==> config.mk <==
export PLATFORM = sky130hd
export DESIGN_NAME = lanes_rx_descrambler_sync
export DESIGN_NICKNAME = d
export VERILOG_FILES = /design/src/rtl/lanes_rx_pkg.sv /design/src/rtl/lanes_rx_descrambler_sync_lane.sv /design/src/rtl/lanes_rx_descrambler_sync.sv
export SDC_FILE = /design/constraint.sdc
export NUM_CORES = 2
export LEC_CHECK = 0
export BUFFER_PORTS_ARGS = -buffer_cell sky130_fd_sc_hd__buf_2
export CAP_MARGIN = 40
export CORE_MARGIN = 4
export CORE_UTILIZATION = 24
export CTS_CLUSTER_SIZE = 20
export DETAILED_ROUTE_END_ITERATION = 10
export SLEW_MARGIN = 20
export SYNTH_ARGS = -nofsm -noshare
export SYNTH_HDL_FRONTEND = slang
export SYNTH_HIERARCHICAL = 1
export SYNTH_SLANG_ARGS = --single-unit
==> constraint.sdc <==
create_clock -name clk -period 30.4 [get_ports clk]
set_input_delay 3.04 -clock clk [delete_from_list [all_inputs] [get_ports clk]]
set_output_delay 3.04 -clock clk [all_outputs]
set_load 0.02 [all_outputs]
==> src/rtl/lanes_rx_pkg.sv <==
`default_nettype none
// +----------------------------------------------------------------------------+
// | lanes_rx_pkg : shared types, speed codes, header values and LFSR helpers   |
// | Revision     : 1.0                                                         |
// +----------------------------------------------------------------------------+
package lanes_rx_pkg;

  typedef enum logic [1:0] {
    UNLOCKED = 2'd0,
    CHECK    = 2'd1,
    LOCKED   = 2'd2
  } lock_state_t;

  localparam logic [1:0]  c_GEN4 = 2'b00;
  localparam logic [1:0]  c_GEN3 = 2'b01;
  localparam logic [1:0]  c_GEN2 = 2'b10;

  localparam logic [1:0]  c_GEN2_HDR_A = 2'b01;
  localparam logic [1:0]  c_GEN2_HDR_B = 2'b10;
  localparam logic [3:0]  c_GEN3_HDR_A = 4'b0101;
  localparam logic [3:0]  c_GEN3_HDR_B = 4'b1010;

  // Feedback taps s[22], s[20], s[15], s[7], s[4], s[1]
  localparam logic [22:0] c_LFSR_TAPS = 23'h508092;

  function automatic logic [7:0] payload_width(input logic [1:0] gen);
    case (gen)
      c_GEN3:  return 8'd128;
      c_GEN2:  return 8'd64;
      default: return 8'd8;
    endcase
  endfunction

  function automatic logic [22:0] lfsr_next(input logic [22:0] s);
    return {s[21:0], ^(s & c_LFSR_TAPS)};
  endfunction

endpackage
`default_nettype wire

==> src/rtl/lanes_rx_descrambler_sync_lane.sv <==
`default_nettype none
// +----------------------------------------------------------------------------+
// | lane_descrambler : per-lane header check, additive descrambler, lock FSM   |
// | Revision         : 1.0                                                     |
// +----------------------------------------------------------------------------+
module lane_descrambler
  import lanes_rx_pkg::*;
#(
  parameter logic [22:0] SEED       = 23'h1DBFBC,
  parameter int          LOCK_CNT   = 8,
  parameter int          UNLOCK_CNT = 4
) (
  input  logic         clk,
  input  logic         rst,
  input  logic         enable,
  input  logic         capture,
  input  logic [1:0]   gen_speed,
  input  logic [131:0] rx_in,
  output logic [127:0] data_out,
  output logic [3:0]   hdr_out,
  output logic         locked,
  output logic         sync_err
);

  localparam logic [7:0] c_LOCK_CNT   = 8'(LOCK_CNT);
  localparam logic [7:0] c_UNLOCK_CNT = 8'(UNLOCK_CNT);

  logic [1:0]   w_gen;
  logic [7:0]   w_nbits;
  logic [127:0] w_payload;
  logic [127:0] w_descr;
  logic [3:0]   w_hdr;
  logic         w_hdr_ok;
  logic [22:0]  w_lfsr_adv;

  lock_state_t  r_state;
  logic [7:0]   r_cnt;
  logic [7:0]   r_bad;
  logic [22:0]  r_lfsr;
  logic [127:0] r_data;
  logic [3:0]   r_hdr;
  logic         r_sync_err;

  assign w_gen   = (gen_speed == 2'b11) ? c_GEN4 : gen_speed;
  assign w_nbits = payload_width(w_gen);

  always_comb begin
    w_payload = '0;
    w_hdr     = '0;
    w_hdr_ok  = 1'b1;
    case (w_gen)
      c_GEN2: begin
        w_hdr           = {2'b00, rx_in[1:0]};
        w_payload[63:0] = rx_in[65:2];
        w_hdr_ok        = (rx_in[1:0] == c_GEN2_HDR_A) || (rx_in[1:0] == c_GEN2_HDR_B);
      end
      c_GEN3: begin
        w_hdr     = rx_in[3:0];
        w_payload = rx_in[131:4];
        w_hdr_ok  = (rx_in[3:0] == c_GEN3_HDR_A) || (rx_in[3:0] == c_GEN3_HDR_B);
      end
      default: w_payload[7:0] = rx_in[7:0];
    endcase
  end

  // Serial LFSR unrolled over the active payload width, oldest bit first
  always_comb begin
    w_lfsr_adv = r_lfsr;
    w_descr    = w_payload;
    for (int i = 0; i < 128; i++) begin
      if (8'(i) < w_nbits) begin
        w_descr[i] = w_payload[i] ^ w_lfsr_adv[22];
        w_lfsr_adv = lfsr_next(w_lfsr_adv);
      end
    end
  end

  always_ff @(posedge clk or posedge rst) begin
    if (rst) begin
      r_state    <= UNLOCKED;
      r_cnt      <= '0;
      r_bad      <= '0;
      r_lfsr     <= SEED;
      r_data     <= '0;
      r_hdr      <= '0;
      r_sync_err <= 1'b0;
    end else if (!enable) begin
      r_state    <= UNLOCKED;
      r_cnt      <= '0;
      r_bad      <= '0;
      r_lfsr     <= SEED;
      r_data     <= '0;
      r_hdr      <= '0;
      r_sync_err <= 1'b0;
    end else begin
      r_sync_err <= 1'b0;
      if (capture) begin
        r_data     <= w_descr;
        r_hdr      <= w_hdr;
        r_lfsr     <= w_lfsr_adv;
        r_sync_err <= !w_hdr_ok;
        case (r_state)
          UNLOCKED: begin
            if (w_hdr_ok) begin
              if ((w_gen == c_GEN4) || (c_LOCK_CNT <= 8'd1)) begin
                r_state <= LOCKED;
                r_bad   <= '0;
              end else begin
                r_state <= CHECK;
                r_cnt   <= 8'd1;
              end
            end
          end
          CHECK: begin
            if (w_hdr_ok) begin
              r_cnt <= r_cnt + 8'd1;
              if (r_cnt + 8'd1 == c_LOCK_CNT) begin
                r_state <= LOCKED;
                r_bad   <= '0;
              end
            end else begin
              r_state <= UNLOCKED;
              r_cnt   <= '0;
              r_lfsr  <= SEED;
            end
          end
          LOCKED: begin
            if (w_hdr_ok) begin
              r_bad <= '0;
            end else if (r_bad + 8'd1 == c_UNLOCK_CNT) begin
              r_state <= UNLOCKED;
              r_cnt   <= '0;
              r_bad   <= '0;
              r_lfsr  <= SEED;
            end else begin
              r_bad <= r_bad + 8'd1;
            end
          end
          default: r_state <= UNLOCKED;
        endcase
      end
    end
  end

  assign data_out = r_data;
  assign hdr_out  = r_hdr;
  assign locked   = (r_state == LOCKED);
  assign sync_err = r_sync_err;

endmodule
`default_nettype wire

==> src/rtl/lanes_rx_descrambler_sync.sv <==
`default_nettype none
// +----------------------------------------------------------------------------+
// | lanes_rx_descrambler_sync : two-lane word tick, descramble/lock, outputs   |
// | Revision                  : 1.0                                            |
// +----------------------------------------------------------------------------+
module lanes_rx_descrambler_sync
  import lanes_rx_pkg::*;
#(
  parameter logic [22:0] SEED_L0    = 23'h1DBFBC,
  parameter logic [22:0] SEED_L1    = 23'h0607BB,
  parameter int          LOCK_CNT   = 8,
  parameter int          UNLOCK_CNT = 4
) (
  input  logic         clk,
  input  logic         rst,
  input  logic [1:0]   gen_speed,
  input  logic         enable_dec,
  input  logic         descr_rst,
  input  logic [131:0] lane_0_rx_in,
  input  logic [131:0] lane_1_rx_in,
  output logic [127:0] lane_0_data_out,
  output logic [127:0] lane_1_data_out,
  output logic [3:0]   lane_0_hdr_out,
  output logic [3:0]   lane_1_hdr_out,
  output logic         data_valid,
  output logic [1:0]   block_lock,
  output logic [1:0]   sync_err
);

  logic [2:0]   r_tick_sr;
  logic         r_cap_d;
  logic         w_capture;
  logic [131:0] w_rx   [2];
  logic [127:0] w_data [2];
  logic [3:0]   w_hdr  [2];
  logic [1:0]   w_locked;
  logic [1:0]   w_sync_err;

  // Third pipeline stage lines the capture up with the deserializer's word update
  assign w_capture = r_tick_sr[2];
  assign w_rx[0]   = lane_0_rx_in;
  assign w_rx[1]   = lane_1_rx_in;

  for (genvar g = 0; g < 2; g++) begin : g_lane
    lane_descrambler #(
      .SEED       ((g == 0) ? SEED_L0 : SEED_L1),
      .LOCK_CNT   (LOCK_CNT),
      .UNLOCK_CNT (UNLOCK_CNT)
    ) u_lane (
      .clk       (clk),
      .rst       (rst),
      .enable    (enable_dec),
      .capture   (w_capture),
      .gen_speed (gen_speed),
      .rx_in     (w_rx[g]),
      .data_out  (w_data[g]),
      .hdr_out   (w_hdr[g]),
      .locked    (w_locked[g]),
      .sync_err  (w_sync_err[g])
    );
  end

  always_ff @(posedge clk or posedge rst) begin
    if (rst) begin
      r_tick_sr       <= '0;
      r_cap_d         <= 1'b0;
      data_valid      <= 1'b0;
      lane_0_data_out <= '0;
      lane_1_data_out <= '0;
      lane_0_hdr_out  <= '0;
      lane_1_hdr_out  <= '0;
    end else if (!enable_dec) begin
      r_tick_sr       <= '0;
      r_cap_d         <= 1'b0;
      data_valid      <= 1'b0;
      lane_0_data_out <= '0;
      lane_1_data_out <= '0;
      lane_0_hdr_out  <= '0;
      lane_1_hdr_out  <= '0;
    end else begin
      r_tick_sr  <= {r_tick_sr[1:0], descr_rst};
      r_cap_d    <= w_capture;
      data_valid <= r_cap_d & (&w_locked);
      if (r_cap_d) begin
        lane_0_data_out <= w_data[0];
        lane_1_data_out <= w_data[1];
        lane_0_hdr_out  <= w_hdr[0];
        lane_1_hdr_out  <= w_hdr[1];
      end
    end
  end

  assign block_lock = w_locked;
  assign sync_err   = w_sync_err;

endmodule
`default_nettype wire
Yosys cells after proc, flatten, opt, wreduce, memory -nomap -nowiden. Index checks and enable logic that the tools add are counted. Widths: inputs -> output; s select.

Bits in registers: 617. Output and inout bits: 269.

Add/subtract/negate cells: 4. $lt $le $gt $ge: 128. Equality and inequality tests: 39. Mux-type cells: 608. Bitwise operators: 257. Reduce and logical (&&, ||, !) cells: 272.

Operator list (number): $mux 23 (266); $reduce_xor 23->1 (256); $mux 128 (8); $lt 7x8->1 const A (64); $mux 1 (262); $lt 6x8->1 const A (32); $xor 1x1->1 (256); $mux 8 (28); $pmux 56 s2 (2); $lt 5x8->1 const A (16); $mux 64 (2); $pmux 8 s3 (4); $pmux 23 s2 (2); $lt 4x8->1 const A (8); $pmux 8 s2 (3); $add 8x1->8 const B (4); $lt 3x8->1 const A (4); $mux 2 (16); $mux 4 (8); $reduce_and 6->1 (4); $ne 3x2->1 const B (7); $ne 3x3->1 const B (7); $eq 8x3->1 const B (2); $eq 8x4->1 const B (2); other kinds (19) (45).

Depth between registers and ports, before layout.
Depth in word-level cells: 265. Mapped depth: 78. Depth with buffers taken out: 72.

By module. Netlist, hierarchy kept.

Modules (own cells, without submodules): lane_descrambler at g_lane[1].u_lane (instances 1, cells an instance 2522, area each 24245.8 um^2); lane_descrambler at g_lane[0].u_lane (instances 1, cells an instance 2464, area each 22486.6 um^2); lanes_rx_descrambler_sync (instances 1, cells an instance 863, area each 11657.4 um^2).

Worst setup path after synthesis. No wires, ideal clock.

Kind: input to register. Start point: input gen_speed[0]. End point: register g_lane[1].u_lane.r_lfsr[0]. Setup time: 83 ps. Arrival time: 24342 ps. Data required time: 30317 ps. Slack: 5975 ps. Stages: 73. Cell sequence: inv_1 ha_1 clkbuf_8 clkinv_1 mux2i_1 xnor3_2 mux2i_4 xnor2_4 xnor3_2 xnor3_2 nor2_4 xor3_2 nor2_4 xnor3_2 xnor3_1 buf_6 o2bb2ai_1 a222oi_1 [37 not listed] xor3_2 xnor3_1 a21oi_1 xnor2_4 nand3_1 o31a_1 xnor2_1 xnor3_1 xnor3_1 o21ai_1 xnor3_2 xnor3_2 xnor3_1 xnor3_1 a21oi_2 xnor3_1 a311oi_1 nor2_1.

Cells in the longest elaborated chain, start to end: 202. Elaborated cells between the ends (all ways): 395. Classes of those cells: order compare: 128; eq/ne: 3; mux: 137; reduce/logical: 127.

Ends and longest elaborated chain: start, declared (line lanes_rx_descrambler_sync.sv:16) `input logic [1:0] gen_speed,`; $eq 2x2->1 (line lanes_rx_descrambler_sync_lane.sv:44) `assign w_gen = (gen_speed == 2'b11) ? c_GEN4 : gen_speed;`; $mux 2 (*) (line lanes_rx_descrambler_sync_lane.sv:44); $eq 2x2->1 or $eq 2x1->1 (tied branches) (line lanes_rx_pkg.sv:27, lanes_rx_descrambler_sync_lane.sv:51); $pmux 8 s2 (line lanes_rx_pkg.sv:27) `case (gen)`; $lt 1x8->1 (line lanes_rx_descrambler_sync_lane.sv:71) `if (8'(i) < w_nbits) begin`; $mux 23 (line lanes_rx_descrambler_sync_lane.sv:71); $reduce_xor 23->1 (line lanes_rx_pkg.sv:35) `return {s[21:0], ^(s & c_LFSR_TAPS)};`; $mux 23 (2 in a row) (line lanes_rx_descrambler_sync_lane.sv:71); [184 not listed]; $mux 23 (2 in a row) (line lanes_rx_descrambler_sync_lane.sv:71); $reduce_xor 23->1 (line lanes_rx_pkg.sv:35); $mux 23 (line lanes_rx_descrambler_sync_lane.sv:71); $mux 23 (line lanes_rx_descrambler_sync_lane.sv:130) `end else if (r_bad + 8'd1 == c_UNLOCK_CNT) begin`; $mux 23 (line lanes_rx_descrambler_sync_lane.sv:128) `if (w_hdr_ok) begin`; $pmux 23 s2 (*) (line lanes_rx_descrambler_sync_lane.sv:102) `case (r_state)`; $mux 23 (*) (line lanes_rx_descrambler_sync_lane.sv:97) `if (capture) begin`; $mux 23 (*) (line lanes_rx_descrambler_sync_lane.sv:87) `end else if (!enable) begin`; end signal, assigned (line lanes_rx_descrambler_sync_lane.sv:100) `r_lfsr <= w_lfsr_adv;`; end, declared (line lanes_rx_descrambler_sync_lane.sv:39) `logic [22:0] r_lfsr;`.

Every way passes the cells marked *; elsewhere a longest branch is shown, timed or not. The select of a mux whose other input is x is not followed. A chain may end at the register's enable or synchronous reset.

Worst setup path after layout. Ends and elaborated chain as after synthesis.

==> results.sh <==
export IMPL_viasPerCell=4.82
export IMPL_use_met3_pct=2.43
export IMPL_cp_arrival_ns=28.99
export IMPL_r2r_start="g_lane[1].u_lane/r_lfsr[6]"
export IMPL_antenna_found_initial=20
export IMPL_die_x_um=501
export IMPL_rsz0062_at_grt="no"
export IMPL_drc_errors=0
export IMPL_synthCells=5849
export IMPL_fin_crit_sh_pct=93.4
export IMPL_synth_nets=6140
export IMPL_cts_resized=0
export IMPL_cts_made_buffers=80
export IMPL_holdBufCountCts=0
export IMPL_fin_util_pct=27.7
export IMPL_nNetsFinal=6523
export IMPL_gr_total_overflow=0
export IMPL_drt_wl_total_mm=232
export IMPL_syn_cell_area_mm2=0.0584
export IMPL_setup_violations=0
export IMPL_syn_area_per_cell_um2=9.98
export IMPL_post_synth_top_count_cell="xnor2_1"
export IMPL_dp_cells=9330
export IMPL_area_growth_pct=14.3
export IMPL_reg2reg_setup_slack_ns=3.48
export IMPL_core_mm2=0.241
export IMPL_tritoncts="built"
export IMPL_rr_endpoint="g_lane[1].u_lane/r_lfsr[0]"
export IMPL_dp_hpwl_mm=180
export IMPL_cp_slowest_cell="xnor3_1"
export IMPL_hold_viol=0
export IMPL_clk_pin_slew_ns=0.06
export IMPL_yosysSeqAreaShare_pct=26.5
export IMPL_period_needed_ns=28.39
export IMPL_gp_congestion=0.968
export IMPL_vias=45700
export IMPL_tightest_slew_ns=1.04
export IMPL_cts_setup_buffers=0
export IMPL_required_ns=31.00
export IMPL_chipHeight_um=501
export IMPL_numPortBuffers=538
export IMPL_worstPathBufferInverterCount=3
export IMPL_status="completed"
export IMPL_grt_pass1_vias=45800
export IMPL_die_area_mm2=0.251
export IMPL_yosys_area_top_type="dfrtp_1"
export IMPL_tns_ns=0
export IMPL_top_usage_layer="met2"
export IMPL_num_rows=180
export IMPL_clockBufferDepth=3
export IMPL_yosys_top_cells_area="dfrtp_1 25%, xnor2_1 13%, xnor3_1 7.6%"
export IMPL_synth_ff_type="dfrtp_1"
export IMPL_min_from="r_tick_sr[0]"
export IMPL_critPathKind="input port to flip-flop"
export IMPL_grt_pass1_wl_mm=332
export IMPL_critPathLaunchType="input port"
export IMPL_cp_end_kind="flip-flop"
export IMPL_skew_ns=0.0409
export IMPL_cp_max_fo=71
export IMPL_cp_top_family="XOR/XNOR gates"
export IMPL_instances_no_fill=9486
export IMPL_dr_pass1_iters=7
export IMPL_cts_root_buffer="clkbuf_16"
export IMPL_grt_max_degree=192
export IMPL_slew_headroom_pct=30.5
export IMPL_wl_per_cell_um=24.4
export IMPL_fmax_mhz=35.2
export IMPL_hp_class="flip-flop to flip-flop"
export IMPL_met2_usage_pct=30.2
export IMPL_slowest_delay_ns=0.81
export IMPL_ys_warn_count=6
export IMPL_grt_total_usage_pct=17.8
export IMPL_h_tree_depth=3
export IMPL_ys_types=135
export IMPL_ys_top_cells_by_count="897 x xnor2_1, 590 x dfrtp_1, 526 x nand2_1"
export IMPL_synthArstFlopShare_pct=100
export IMPL_holdPathStages=1
export IMPL_drtIter0Drc=4465
export IMPL_min_to="r_tick_sr[1]"
export IMPL_rr_worst_depth=67
export IMPL_clkSinkCount=617
export IMPL_start_util_pct=24.2
export IMPL_cpMostUsedCell="xnor3_1"
export IMPL_synth_seq_cells=617
export IMPL_grtUsageMet1_pct=22.7
export IMPL_synth_edf_count=0
export IMPL_ant_nets=0
export IMPL_clk_latency_ns=0.69
export IMPL_finalMaxSlewViolations=0
export IMPL_drive_gt1_share_pct=18.8
export IMPL_num_io_pins=539
export IMPL_maxCapViolCount=0
export IMPL_synth_top_cell_area_share_pct=25.3
## worst register-to-register path, delay by kind of cell (launching register included)
kind	cells	cell delay, ns
compound gates	13	4.25
mux	2	0.84
simple gates	9	1.68
flops	1	0.52
xor+xnor	43	19.54
## layer usage
layer | share of wire [%] | vias up | wire, µm
met5 | 0.016 | - | 36
met4 | 4.3 | 8 | 10100
met3 | 5.8 | 381 | 13400
met2 | 48 | 1719 | 112000
met1 | 41 | 23000 | 96100
li1 | - | 20700 | -
## layout make-up
| class | instances | area [µm²] |
|---|---|---|
| antenna | 10 | 25.0 |
| clock buffer | 104 | 2210 |
| clock inverter | 37 | 383 |
| fill | 25400 | 174000 |
| inverter | 67 | 275 |
| multi-input combinational | 4798 | 40400 |
| sequential | 617 | 15500 |
| tap | 3185 | 3990 |
| timing repair buffer | 668 | 4000 |
## how the worst max path moves through the flow
stage / from / end / slack [ns] / cells past startpoint
finish: gen_speed[0] / g_lane[1].u_lane/r_lfsr[0] / 2.01 / 69
floorplan: gen_speed[0] / g_lane[1].u_lane/r_lfsr[0] / 5.97 / 73
CTS: gen_speed[0] / g_lane[1].u_lane/r_lfsr[0] / 2.12 / 69
detailed placement: gen_speed[0] / g_lane[1].u_lane/r_lfsr[0] / 1.42 / 69
global route: gen_speed[0] / g_lane[1].u_lane/r_lfsr[0] / 0.99 / 69
global placement: gen_speed[0] / g_lane[1].u_lane/r_lfsr[0] / 1.66 / 69
## flip-flops by register name, summed over array words and instances, names as in the netlist
register	cells
g_lane.u_lane/r_bad	16
g_lane.u_lane/r_state	4
g_lane.u_lane/r_cnt	16
r_cap_d	1
g_lane.u_lane/r_lfsr	46
r_tick_sr	3
lane_1_hdr_out	4
g_lane.u_lane/data_out	256
data_valid	1
g_lane.u_lane/hdr_out	8
lane_0_data_out	128
lane_0_hdr_out	4
lane_1_data_out	128
g_lane.u_lane/sync_err	2
## kinds of logic after synthesis
group / count (synthesis) / synth area share, %
compound gates: 1067 / 12.3
xor+xnor: 1756 / 35.6
fa+ha+maj: 21 / 0.450
buf+inv: 434 / 4.60
flops: 617 / 26.5
mux: 444 / 7.76
simple gates: 1510 / 12.7
## metrics by stage
stage	hold WS (ns)	setup WS, ns	area, µm²
after floorplan	0.434	5.97	58400
after global placement	0.451	1.66	63600
after detailed placement	0.450	1.42	64000
after CTS	0.463	2.12	66600
after global routing	0.475	0.989	66700
final	0.456	2.01	66700
## placed cells by master (no fill, tap or decap), types with 14 or more instances in the layout
master,n
xnor2_1,896
xnor2_4,17
a22o_1,108
a22oi_1,125
buf_2,541
nor3_1,46
inv_1,57
a21o_1,22
clkinv_2,14
mux2i_1,416
o21a_1,18
o21ai_0,250
mux2_2,17
o21bai_1,14
a21oi_1,236
nor2b_1,368
nand3_1,47
dfstp_2,27
o31ai_1,21
xor3_1,28
and3_1,24
o21ai_2,14
ha_1,15
nand2_1,526
buf_4,103
dfrtp_1,588
a21oi_2,15
nand2b_1,34
o21ai_1,53
xnor3_1,196
xor2_1,442
o211a_1,18
xor2_2,30
and2_1,35
xnor3_2,58
or3_1,14
xnor2_2,67
clkbuf_16,80
nor2_1,308
a21boi_0,19
Power is not shown: default switching activity piles up to over one toggle a cycle in this logic, so the estimate is an artifact.
